`src/rtl/alu_operand_entry.sv`:
```
// Front end for the 8-bit ALU board stand: synchronizes switches and keys, debounces
// the keys and loads operand nibbles / toggles mode. Optional macro: ALU_ENTRY_LONG_CLR_EN.
module alu_operand_entry #(
  parameter int DEBOUNCE_CYCLES = 50000,
  parameter int LONG_CYCLES     = 50000000
) (
  input  logic       clk,
  input  logic       rst_n,
  input  logic [9:0] sw,
  input  logic [1:0] key_n,
  output logic [7:0] a_out,
  output logic [7:0] b_out,
  output logic       mode,
  output logic [3:0] sel,
  output logic       wr_strobe,
  output logic       clr_strobe
);

  localparam int              CNT_W    = $clog2(DEBOUNCE_CYCLES);
  localparam logic [CNT_W-1:0] CNT_LAST = CNT_W'(DEBOUNCE_CYCLES - 1);

  typedef enum logic [1:0] {
    IDLE,
    PRESS_CHK,
    PRESSED,
    REL_CHK
  } db_state_e;

  if (DEBOUNCE_CYCLES < 2 || LONG_CYCLES < 2) begin : g_param_check
    $error("alu_operand_entry: DEBOUNCE_CYCLES and LONG_CYCLES must be at least 2");
  end

  logic [9:0]     sw_meta_q, sw_meta_d;
  logic [9:0]     sw_sync_q, sw_sync_d;
  logic [1:0]     key_meta_q, key_meta_d;
  logic [1:0]     key_sync_q, key_sync_d;

  db_state_e      db_state_q [2];
  db_state_e      db_state_d [2];
  logic [CNT_W-1:0] db_cnt_q [2];
  logic [CNT_W-1:0] db_cnt_d [2];
  logic [1:0]     press_fire;

  logic [7:0]     a_q, a_d;
  logic [7:0]     b_q, b_d;
  logic           mode_q, mode_d;
  logic           wr_q, wr_d;
  logic           long_clr;

  always_comb begin
    sw_meta_d  = sw;
    sw_sync_d  = sw_meta_q;
    key_meta_d = key_n;
    key_sync_d = key_meta_q;
  end

  // Keys are active-low after synchronization; each key owns its own FSM and counter.
  always_comb begin
    press_fire = 2'b00;
    for (int k = 0; k < 2; k++) begin
      db_state_d[k] = db_state_q[k];
      db_cnt_d[k]   = db_cnt_q[k];
      case (db_state_q[k])
        IDLE: begin
          if (!key_sync_q[k]) begin
            db_state_d[k] = PRESS_CHK;
            db_cnt_d[k]   = '0;
          end
        end
        PRESS_CHK: begin
          if (key_sync_q[k]) begin
            db_state_d[k] = IDLE;
            db_cnt_d[k]   = '0;
          end else if (db_cnt_q[k] == CNT_LAST) begin
            db_state_d[k] = PRESSED;
            db_cnt_d[k]   = '0;
            press_fire[k] = 1'b1;
          end else begin
            db_cnt_d[k] = db_cnt_q[k] + CNT_W'(1);
          end
        end
        PRESSED: begin
          if (key_sync_q[k]) begin
            db_state_d[k] = REL_CHK;
            db_cnt_d[k]   = '0;
          end
        end
        REL_CHK: begin
          if (!key_sync_q[k]) begin
            db_state_d[k] = PRESSED;
            db_cnt_d[k]   = '0;
          end else if (db_cnt_q[k] == CNT_LAST) begin
            db_state_d[k] = IDLE;
            db_cnt_d[k]   = '0;
          end else begin
            db_cnt_d[k] = db_cnt_q[k] + CNT_W'(1);
          end
        end
        default: begin
          db_state_d[k] = IDLE;
          db_cnt_d[k]   = '0;
        end
      endcase
    end
  end

`ifdef ALU_ENTRY_LONG_CLR_EN
  localparam int               LONG_W    = $clog2(LONG_CYCLES);
  localparam logic [LONG_W-1:0] LONG_LAST = LONG_W'(LONG_CYCLES - 1);

  logic [LONG_W-1:0] long_cnt_q, long_cnt_d;
  logic              long_done_q, long_done_d;
  logic              clr_q, clr_d;

  // The done flag survives REL_CHK bounces so a single press clears at most once.
  always_comb begin
    long_cnt_d  = long_cnt_q;
    long_done_d = long_done_q;
    long_clr    = 1'b0;
    if (db_state_q[0] == PRESSED && !key_sync_q[0]) begin
      if (!long_done_q) begin
        if (long_cnt_q == LONG_LAST) begin
          long_clr    = 1'b1;
          long_done_d = 1'b1;
        end else begin
          long_cnt_d = long_cnt_q + LONG_W'(1);
        end
      end
    end else begin
      long_cnt_d = '0;
      if (db_state_q[0] == IDLE) begin
        long_done_d = 1'b0;
      end
    end
    clr_d = long_clr;
  end

  always_ff @(posedge clk or negedge rst_n) begin
    if (!rst_n) begin
      long_cnt_q  <= '0;
      long_done_q <= 1'b0;
      clr_q       <= 1'b0;
    end else begin
      long_cnt_q  <= long_cnt_d;
      long_done_q <= long_done_d;
      clr_q       <= clr_d;
    end
  end

  assign clr_strobe = clr_q;
`else
  assign long_clr   = 1'b0;
  assign clr_strobe = 1'b0;
`endif

  always_comb begin
    a_d    = a_q;
    b_d    = b_q;
    mode_d = mode_q ^ press_fire[1];
    wr_d   = press_fire[0];
    if (press_fire[0]) begin
      case (sw_sync_q[9:8])
        2'b00:   a_d[3:0] = sw_sync_q[3:0];
        2'b01:   a_d[7:4] = sw_sync_q[3:0];
        2'b10:   b_d[3:0] = sw_sync_q[3:0];
        default: b_d[7:4] = sw_sync_q[3:0];
      endcase
    end
    if (long_clr) begin
      if (sw_sync_q[9]) begin
        b_d = 8'h00;
      end else begin
        a_d = 8'h00;
      end
    end
  end

  always_ff @(posedge clk or negedge rst_n) begin
    if (!rst_n) begin
      sw_meta_q  <= '0;
      sw_sync_q  <= '0;
      key_meta_q <= 2'b11;
      key_sync_q <= 2'b11;
      for (int k = 0; k < 2; k++) begin
        db_state_q[k] <= IDLE;
        db_cnt_q[k]   <= '0;
      end
      a_q    <= 8'h00;
      b_q    <= 8'h00;
      mode_q <= 1'b0;
      wr_q   <= 1'b0;
    end else begin
      sw_meta_q  <= sw_meta_d;
      sw_sync_q  <= sw_sync_d;
      key_meta_q <= key_meta_d;
      key_sync_q <= key_sync_d;
      for (int k = 0; k < 2; k++) begin
        db_state_q[k] <= db_state_d[k];
        db_cnt_q[k]   <= db_cnt_d[k];
      end
      a_q    <= a_d;
      b_q    <= b_d;
      mode_q <= mode_d;
      wr_q   <= wr_d;
    end
  end

  assign a_out     = a_q;
  assign b_out     = b_q;
  assign mode      = mode_q;
  assign sel       = sw_sync_q[7:4];
  assign wr_strobe = wr_q;

endmodule

```
`config.mk`:
```
export PLATFORM = sky130hd
export DESIGN_NAME = alu_operand_entry
export DESIGN_NICKNAME = d
export VERILOG_FILES = /design/src/rtl/alu_operand_entry.sv
export SDC_FILE = /design/constraint.sdc
export NUM_CORES = 1
export LEC_CHECK = 0
export BUFFER_PORTS_ARGS = -buffer_cell sky130_fd_sc_hd__buf_2
export CORE_MARGIN = 2
export CORE_UTILIZATION = 60
export CTS_CLUSTER_SIZE = 16
export DETAILED_ROUTE_END_ITERATION = 8
export PLACE_DENSITY_LB_ADDON = 0.08
export SLEW_MARGIN = 20
export SYNTH_ARGS = -nofsm -noshare
export SYNTH_HDL_FRONTEND = slang
export SYNTH_SLANG_ARGS = --single-unit
```
`constraint.sdc`:
```
create_clock -name clk -period 3.3 [get_ports clk]
set_input_delay 0.33 -clock clk [delete_from_list [all_inputs] [get_ports clk]]
set_output_delay 0.33 -clock clk [all_outputs]
set_load 0.05 [all_outputs]
```
---- Yosys cells after proc, flatten, opt, wreduce, memory -nomap -nowiden ----
Cells that the tools add are included.
word-level totals
  flip-flop bits (word level) ............. 78
  bits in latches ......................... 0
  bits in writable memories ............... 0
  bits in read-only memories .............. 0
  output and inout bits ................... 23
  word-level logic and storage cells ...... 80
  memories ................................ 0
cells by class
  add/sub/neg operators ................... 2
  $mul .................................... 0
  divide/modulo/power cells ............... 0
  $lt $le $gt $ge ......................... 0
  equal/unequal tests ..................... 18
  shifts and indexed selects .............. 0
  multiplexer cells ....................... 32
  bitwise gates (word level) .............. 2
  reductions and logical operators ........ 12
operators by type and width
  operator                                                          number
  16-bit 2-to-1 mux                                                 10
  16-bit case mux with 4 select lines                               2
  16-bit by 1-bit adder with 16-bit output (second input constant)  2
  16-bit == test (second input constant)                            2
  2-bit 2-to-1 mux                                                  12
  2-bit case mux with 4 select lines                                2
  3-bit != test (second input constant)                             4
  2-bit AND reduction                                               6
  2-bit == test (second input constant)                             5
  2-bit != test (second input constant)                             4
  4-bit AND reduction                                               2
  2-bit by 1-bit == test with 1-bit output (second input constant)  3
  2-bit logical NOT                                                 3
  1-bit 2-to-1 mux                                                  6
  3-bit OR reduction                                                1
  1-bit inverter                                                    1
  1-bit bitwise XOR                                                 1

---- Logic depth before layout (Yosys ltp) ----
Gate-level depths: netlist (run 1).
  depth after elaboration ................. 5
  gate-level depth with buffers ........... 7
  depth with buffers taken out ............ 6

---- Worst setup path before layout (run 1) ----
OpenSTA, ideal clock, no wires.
  kind .................................... register to register
  from .................................... register db_cnt_q[26] (netlist bit)
  to ...................................... register b_q[4] (netlist: b_out[4])
  library setup time ...................... 0.125 ns
  arrival time ............................ 2.080 ns
  required time ........................... 3.175 ns
  path slack .............................. 1.095 ns
  stages on the path, launching flop included .. 5
  buffers on the path ..................... 0
  clock period less this slack ............ 2.205 ns
  path through ............................ dfrtp_1 or3b_1 or4_4 or3_4 mux2_4
between the ends
  cells in the longest elaborated chain, start to end .. 5
ends and longest elaborated chain
  element                               line  text
  start: declaration                    40    logic [CNT_W-1:0] db_cnt_q [2];
  start signal: indexed assignment      199   db_cnt_q[k] <= db_cnt_d[k];
  16-bit == test                        74    end else if (db_cnt_q[k] == CNT_LAST) begin
  1-bit 2-to-1 mux                      74
  1-bit 2-to-1 mux                      71    if (key_sync_q[k]) begin
  1-bit 2-to-1 mux                      63    case (db_state_q[k])
  2-bit AND reduction (no source line)  -
  end signal: assignment                189   b_q <= 8'h00;
  end signal: assignment                202   b_q <= b_d;
  end: declaration                      45    logic [7:0] b_q, b_d;
Every way passes these cells.
A chain may end at the register's enable or synchronous reset.

---- Final worst setup path (run 1) ----
  from .................................... register db_cnt_q[16] (netlist bit)
  to ...................................... register db_cnt_q[21] (netlist bit)
between the ends
  cells in the longest elaborated chain, start to end .. 4
  elaborated cells between the ends (all ways) .. 6
ends and longest elaborated chain
  element                                                                     line
  16-bit by 1-bit adder with 16-bit output or 16-bit == test (tied branches)  -
  16-bit 2-to-1 mux (*)                                                       74, 92
  16-bit 2-to-1 mux, on equally long branches                                 89, 71
  16-bit case mux with 4 select lines (*)                                     63
Mark *: on every way between the ends. The rest lies on a longest branch, timed or not.

==> results.py, run 1 <==
metrics = {
    "drt": {
        "vias": 2252,
        "drt_iter0_drc": 132,
        "routed_via_density": 5.602,
        "drtAntennaViolNets": 0,
        "wire_per_inst_um": 14.31,
        "finalWirelength_um": 5754,
        "first_pass_iters": 4,
        "route.detailed.drc": 0,
    },
    "global_routing": {
        "grt_max_degree": 79,
        "grt-ovfl-total": 0,
        "grt_pass1_vias": 2104,
        "grt_pass1_wl_um": 9860,
        "grt_usage_pct": 20.82,
        "antenna_found_initial": 0,
    },
    "layout": {
        "fillers": 439,
        "drive_gt1_share_pct": 23.64,
        "area_growth_pct": 12.23,
        "nets": 341,
        "diodes": 0,
    },
    "sta": {
        "skew_ns": 0.007176,
        "fin_ws_ns": 0.7361,
        "setup_viol": 0,
        "worstMarginPinSlew_ns": 1.097,
        "rsz0062_at_grt": "no",
        "fin_tns_setup_ns": 0,
        "period_needed_ns": 2.564,
        "drv_slew": 0,
        "hold_viol_final": 0,
        "slew_headroom_pct": 26.61,
        "fmax_ghz": 0.3900,
        "min_period_over_period_pct": 77.69,
    },
    "place": {
        "gp_congestion": 0.8789,
        "dp_slack_ns": 0.7743,
        "hpwl_um": 4038,
        "port_buffers": 35,
    },
    "clock_tree": {
        "clockRootBuffer": "clkbuf_8",
        "clock_latency_ns": 0.35,
        "cts_tree": "done",
        "cts_buffer_depth": 2,
        "cts.sinks": 78,
        "cts_resized": 0,
        "cts_made_buffers": 9,
        "htree_levels": 3,
        "path_clk_slew_ns": 0.08,
        "post_cts_buffers": 0,
        "postCtsHoldBufs": 0,
    },
    "run": {
        "drv_cap": 0,
    },
    "logic_synthesis": {
        "synth_top_area_share_pct": 55.51,
        "synth_seq_cells": 78,
        "synth_ff_type": "dfrtp_1",
        "synth_area_leaders": "dfrtp_1 56%, mux2_2 4.1%, dfstp_2 3.2%",
        "synth_cells": 289,
        "yosysWarnings": 0,
        "synthTopCellsByCount": "74 x dfrtp_1, 25 x nand2_1, 21 x nor2_1",
        "netlist_area_mm2": 0.003336,
        "synth_area_per_cell_um2": 11.54,
        "yosysMostFrequentCell": "dfrtp_1",
        "synth_edf_count": 0,
        "syn_nets": 305,
        "synthArstFlopShare_pct": 100.0,
        "netlist-cell-type-count": 48,
        "seq_area_frac_synth_pct": 58.66,
        "synth_top_cell_by_area": "dfrtp_1",
    },
    "run_status": {
        "status": "finished clean",
    },
    "setup_path": {
        "endpoint_kind": "flip-flop",
        "crit_arrival_ns": 2.83,
        "start_kind": "flip-flop",
        "crit_type": "flip-flop to flip-flop",
        "cp_max_fo": 18,
        "required_ns": 3.56,
    },
    "pwr": {
        "vdd_drop_max_mv": 0.4919,
        "power_density_mw_per_mm2": 590.4,
        "p_leak_nw": 1.710,
    },
    "floorplanning": {
        "die_h_um": 78.56,
        "dieArea_mm2": 0.006172,
        "num_rows": 27,
        "ios": 37,
        "initial_core_util_pct": 61.33,
        "core_area_mm2": 0.005439,
        "die-width_um": 78.56,
    },
    "worst_hold_path": {
        "hold_path_class": "input port to flip-flop",
    },
}
-- worst paths after layout --
| check | depth (start not counted) | end | startpoint | slack, ns |
|---|---|---|---|---|
| setup reg to reg | 6 | db_cnt_q[21] | db_cnt_q[16] | 0.74 |
| min in group asynchronous | 1 | a_out[6] | rst_n | 0.11 |
| hold / removal | 1 | key_meta_q[0] | key_n[0] | 0.08 |
| setup / recovery | 6 | db_cnt_q[21] | db_cnt_q[16] | 0.74 |
| max in group asynchronous | 1 | sw_meta_q[2] | rst_n | 2.59 |
| hold reg to reg | 0 | sw_sync_q[1] | sw_meta_q[1] | 0.34 |
-- layout by cell type (no fill, tap or decap), drive strengths merged, types with 5 or more instances in the layout --
| master | n |
|---|---|
| dfrtp | 74 |
| buf | 35 |
| nand2 | 25 |
| nor2 | 21 |
| o21ai | 18 |
| mux2 | 16 |
| nand3 | 13 |
| clkbuf | 12 |
| xnor2 | 11 |
| a21oi | 11 |
| nor3 | 9 |
| or3 | 8 |
| inv | 8 |
| a31oi | 7 |
| nand4 | 6 |
| nor4 | 5 |
-- metrics by stage --
step / std cells / utilization (%) / power, mW / hold WS (ns) / cell area (µm²)
2_1_floorplan: 289 / - / 1.400 / 0.03441 / 3336
3_3_place_gp: 386 / 65.15 / 1.507 / 0.3315 / 3543
3_5_place_dp: 386 / 65.15 / 1.515 / 0.3355 / 3543
4_1_cts: 402 / 68.83 / 2.233 / 0.06546 / 3744
5_1_grt: 402 / 68.83 / 2.343 / 0.05565 / 3744
6_report: 402 / 68.83 / 2.210 / 0.07995 / 3744
-- worst max-delay path, stage by stage, from the launching register on --
cell	delay [ns]
dfrtp_1	0.42
ha_1	0.26
nand4b_1	0.38
nor4_1	0.15
nor2_1	0.85
o21ai_0	0.20
a31oi_1	0.22
-- registers in the layout, indices dropped and copies added, names as in the netlist, named ones only --
name,cells
db_cnt_q,32
sw_meta_q,10
sw_sync_q,10
a_out,8
b_out,8
db_state_q,2
key_meta_q,2
key_sync_q,2
mode,1
wr_strobe,1
-- per-layer routing --
layer,global-route usage [%],vias to the layer above,wire (µm)
li1,-,1108,-
met1,27.96,1093,2683
met2,32.48,38,2752
met3,4.598,13,178
met4,9.649,0,140
met5,0,-,0
-- cell type report --
class,count,area [µm²],area share [%]
tap,72,90.09,2.406
sequential,78,1957,52.27
multi-input combinational,194,1292,34.53
timing repair buffer,35,177.7,4.746
clock buffer,12,145.1,3.877
inverter,7,26.28,0.7019
clock inverter,4,55.05,1.471
-- logic make-up after synthesis --
group	Yosys count	share of synthesized area, %
DFF	78	58.66
other	1	0.1124
muxes	17	6.152
adders and majority gates	2	0.7501
xor gates and xnor gates	13	3.413
buffers and inverters	17	2.588
and+or+nand+nor	110	19.02
AOI/OAI and AO/OA	51	9.303
-- power by group --
part	leakage, nW	internal (mW)	switching (mW)
combinational	0.594	0.123	0.280
clock	0.0972	0.375	0.340
sequential	1.02	1.02	0.0678
Note: power is estimated with default switching activity, not from simulation.
==> run 2: changes to the inputs <==
Settings changed: CORE_UTILIZATION 60 to 52.
Clock period 3.3 ns to 2.35 ns, I/O delays scaled along.
==> run 2 against run 1 <==
Total power up 52%. Fmax grew 13%. First-iteration DRC count down 27%. Sequential share of layout area shrank 3.5 points. Sequential cell count unchanged. Non-clock buffer count is 24 higher. Design area increased by 7.1%. Die area increased by 15%. Sequential power grew 41%. Largest cell class unchanged.
==> results.py, run 2 (synthesis gave the netlist of run 1 again) <==
metrics = {
    "sta": {
        "hold_viol_final": 0,
        "setup_viol": 0,
        "slew_headroom_pct": 50.96,
        "min_period_over_period_pct": 96.43,
        "drv_slew": 0,
        "fin_tns_setup_ns": 0,
        "rsz0062_at_grt": "no",
        "worstMarginPinSlew_ns": 0.7349,
        "skew_ns": 0.01152,
        "period_needed_ns": 2.266,
        "fmax_ghz": 0.4413,
    },
    "global_routing": {
        "antenna_found_initial": 0,
        "grt_pass1_vias": 2311,
        "grt_max_degree": 51,
        "use_met3_pct": 5.143,
        "use_met1_pct": 25.63,
        "busiest_layer": "met2",
        "grt_pass1_wl_um": 10850,
        "grt_usage_pct": 19.45,
        "met2_usage_pct": 31.53,
        "grt-ovfl-total": 0,
    },
    "clock_tree": {
        "cts_made_buffers": 9,
        "cts_buffer_depth": 2,
        "path_clk_slew_ns": 0.09,
        "htree_levels": 3,
        "post_cts_buffers": 0,
        "cts.sinks": 78,
        "clockRootBuffer": "clkbuf_8",
        "clock_latency_ns": 0.35,
        "cts_tree": "done",
    },
    "setup_path": {
        "startpoint": "db_state_q[2]",
        "crit_family": "simple AND/OR/NAND/NOR gates",
        "r2r_start": "db_state_q[2]",
        "cp_max_fo": 7,
        "slowest_stage": "or4_4",
        "endpoint_kind": "flip-flop",
        "start_kind": "flip-flop",
        "crit_arrival_ns": 2.50,
        "path_buf_inv": 1,
        "r2r_cells": 5,
        "crit_type": "flip-flop to flip-flop",
        "max_stage_delay_ns": 0.49,
        "crit_chain": "inv_2, or3_1, or4_4, nor4b_4, mux2_2",
        "rrSetupSlack_ns": 0.08,
        "r2r_end": "b_out[3]",
        "path_depth": 5,
        "cp-endpoint": "b_out[3]",
        "required_ns": 2.59,
    },
    "pwr": {
        "power_frac_seq_pct": 45.7,
        "switchingPower_mw": 1.037,
        "p_sw_share_pct": 30.85,
        "p_leak_nw": 1.839,
        "intPower_mw": 2.325,
        "power_density_mw_per_mm2": 838.8,
        "combinationalPowerShare_pct": 20.3,
        "vdd_drop_max_mv": 0.6432,
        "power_mw": 3.363,
        "p_clk_share_pct": 34.1,
    },
    "drt": {
        "first_pass_iters": 5,
        "wire_per_inst_um": 14.46,
        "drt_iter0_drc": 97,
        "routed_via_density": 5.408,
        "drtAntennaViolNets": 0,
        "vias": 2331,
        "route.detailed.drc": 0,
        "finalWirelength_um": 6233,
    },
    "layout": {
        "largest_reg_flops": 32,
        "fillers": 508,
        "reg.largest.list": "db_cnt_q (32), sw_meta_q (10), sw_sync_q (10)",
        "layout_commonest_cell": "dfrtp_1",
        "layout_common_cells": "74 x dfrtp_1, 34 x buf_2, 25 x nand2_1",
        "nets": 365,
        "diodes": 0,
        "area_growth_pct": 20.18,
        "drive_gt1_share_pct": 25.99,
        "top_register": "db_cnt_q",
    },
    "floorplanning": {
        "core_area_mm2": 0.006277,
        "initial_core_util_pct": 53.14,
        "dieArea_mm2": 0.007071,
        "die_h_um": 84.09,
        "die-width_um": 84.09,
        "num_rows": 29,
        "ios": 37,
    },
    "run": {
        "drv_cap": 0,
    },
    "run_status": {
        "status": "finished clean",
    },
    "worst_hold_path": {
        "hold_path_class": "flip-flop to flip-flop",
    },
    "place": {
        "hpwl_um": 4194,
        "gp_congestion": 0.8206,
        "port_buffers": 35,
    },
}
-- run 2: cell count changes in the layout (fill, tap and decap cells not counted), sizes merged --
cell	before	now
buf	35	46
bufinv	1	2
clkbuf	12	10
clkinv	1	2
dlygate4sd3	0	13
-- run 2: area by class of cell --
cell class | count | area, µm² | share of cell area [%]
multi-input combinational | 194 | 1295 | 32.30
inverter | 7 | 26.28 | 0.6554
tap | 77 | 96.34 | 2.403
clock inverter | 6 | 93.84 | 2.341
timing repair buffer | 59 | 402.9 | 10.05
clock buffer | 10 | 137.6 | 3.433
sequential | 78 | 1957 | 48.81
-- run 2: metrics by stage --
stage,instance area [µm²],util (%),hold slack (ns),std cells,setup slack (ns)
after CTS,4006,63.82,0.3506,431,0.04520
after floorplan,3336,-,-0.06059,289,0.1448
after detailed placement,3645,58.06,0.3033,402,0.07983
after global placement,3645,58.06,0.2932,402,0.1341
after global routing,4009,63.86,0.3570,431,0.01647
final,4009,63.86,0.3434,431,0.08397
-- run 2: layer usage --
metal | up-vias | part of all wire [%]
met3 | 8 | 3.3
met2 | 36 | 49
li1 | 1157 | -
met1 | 1130 | 46
met5 | - | 0
met4 | 0 | 1.5
-- run 2: power groups by stage --
stage          Clock (mW)  Sequential [mW]  Combinational (mW)
2_1_floorplan           0             1.54               0.427
6_report             1.15             1.54               0.682
5_1_grt              1.22             1.56               0.772
3_3_place_gp            0             1.56               0.646
3_5_place_dp            0             1.56               0.659
4_1_cts              1.16             1.54               0.679
-- run 2: repair_timing --
action,in CTS,in global routing
hold buffers,13,0
endpoints found under the hold margin,59,0
resized for setup,0,0
-- run 2: how the worst min path moves through the flow --
stage	from	end	slack (ns)	cells past startpoint
6_report	sw_meta_q[2]	sw_sync_q[2]	0.34	0
4_1_cts	sw_meta_q[2]	sw_sync_q[2]	0.35	0
3_3_place_gp	rst_n	a_out[5]	0.29	1
3_5_place_dp	rst_n	a_out[5]	0.30	1
5_1_grt	sw_meta_q[2]	sw_sync_q[2]	0.36	0
2_1_floorplan	rst_n	asynchronous set/reset pin	-0.06	0
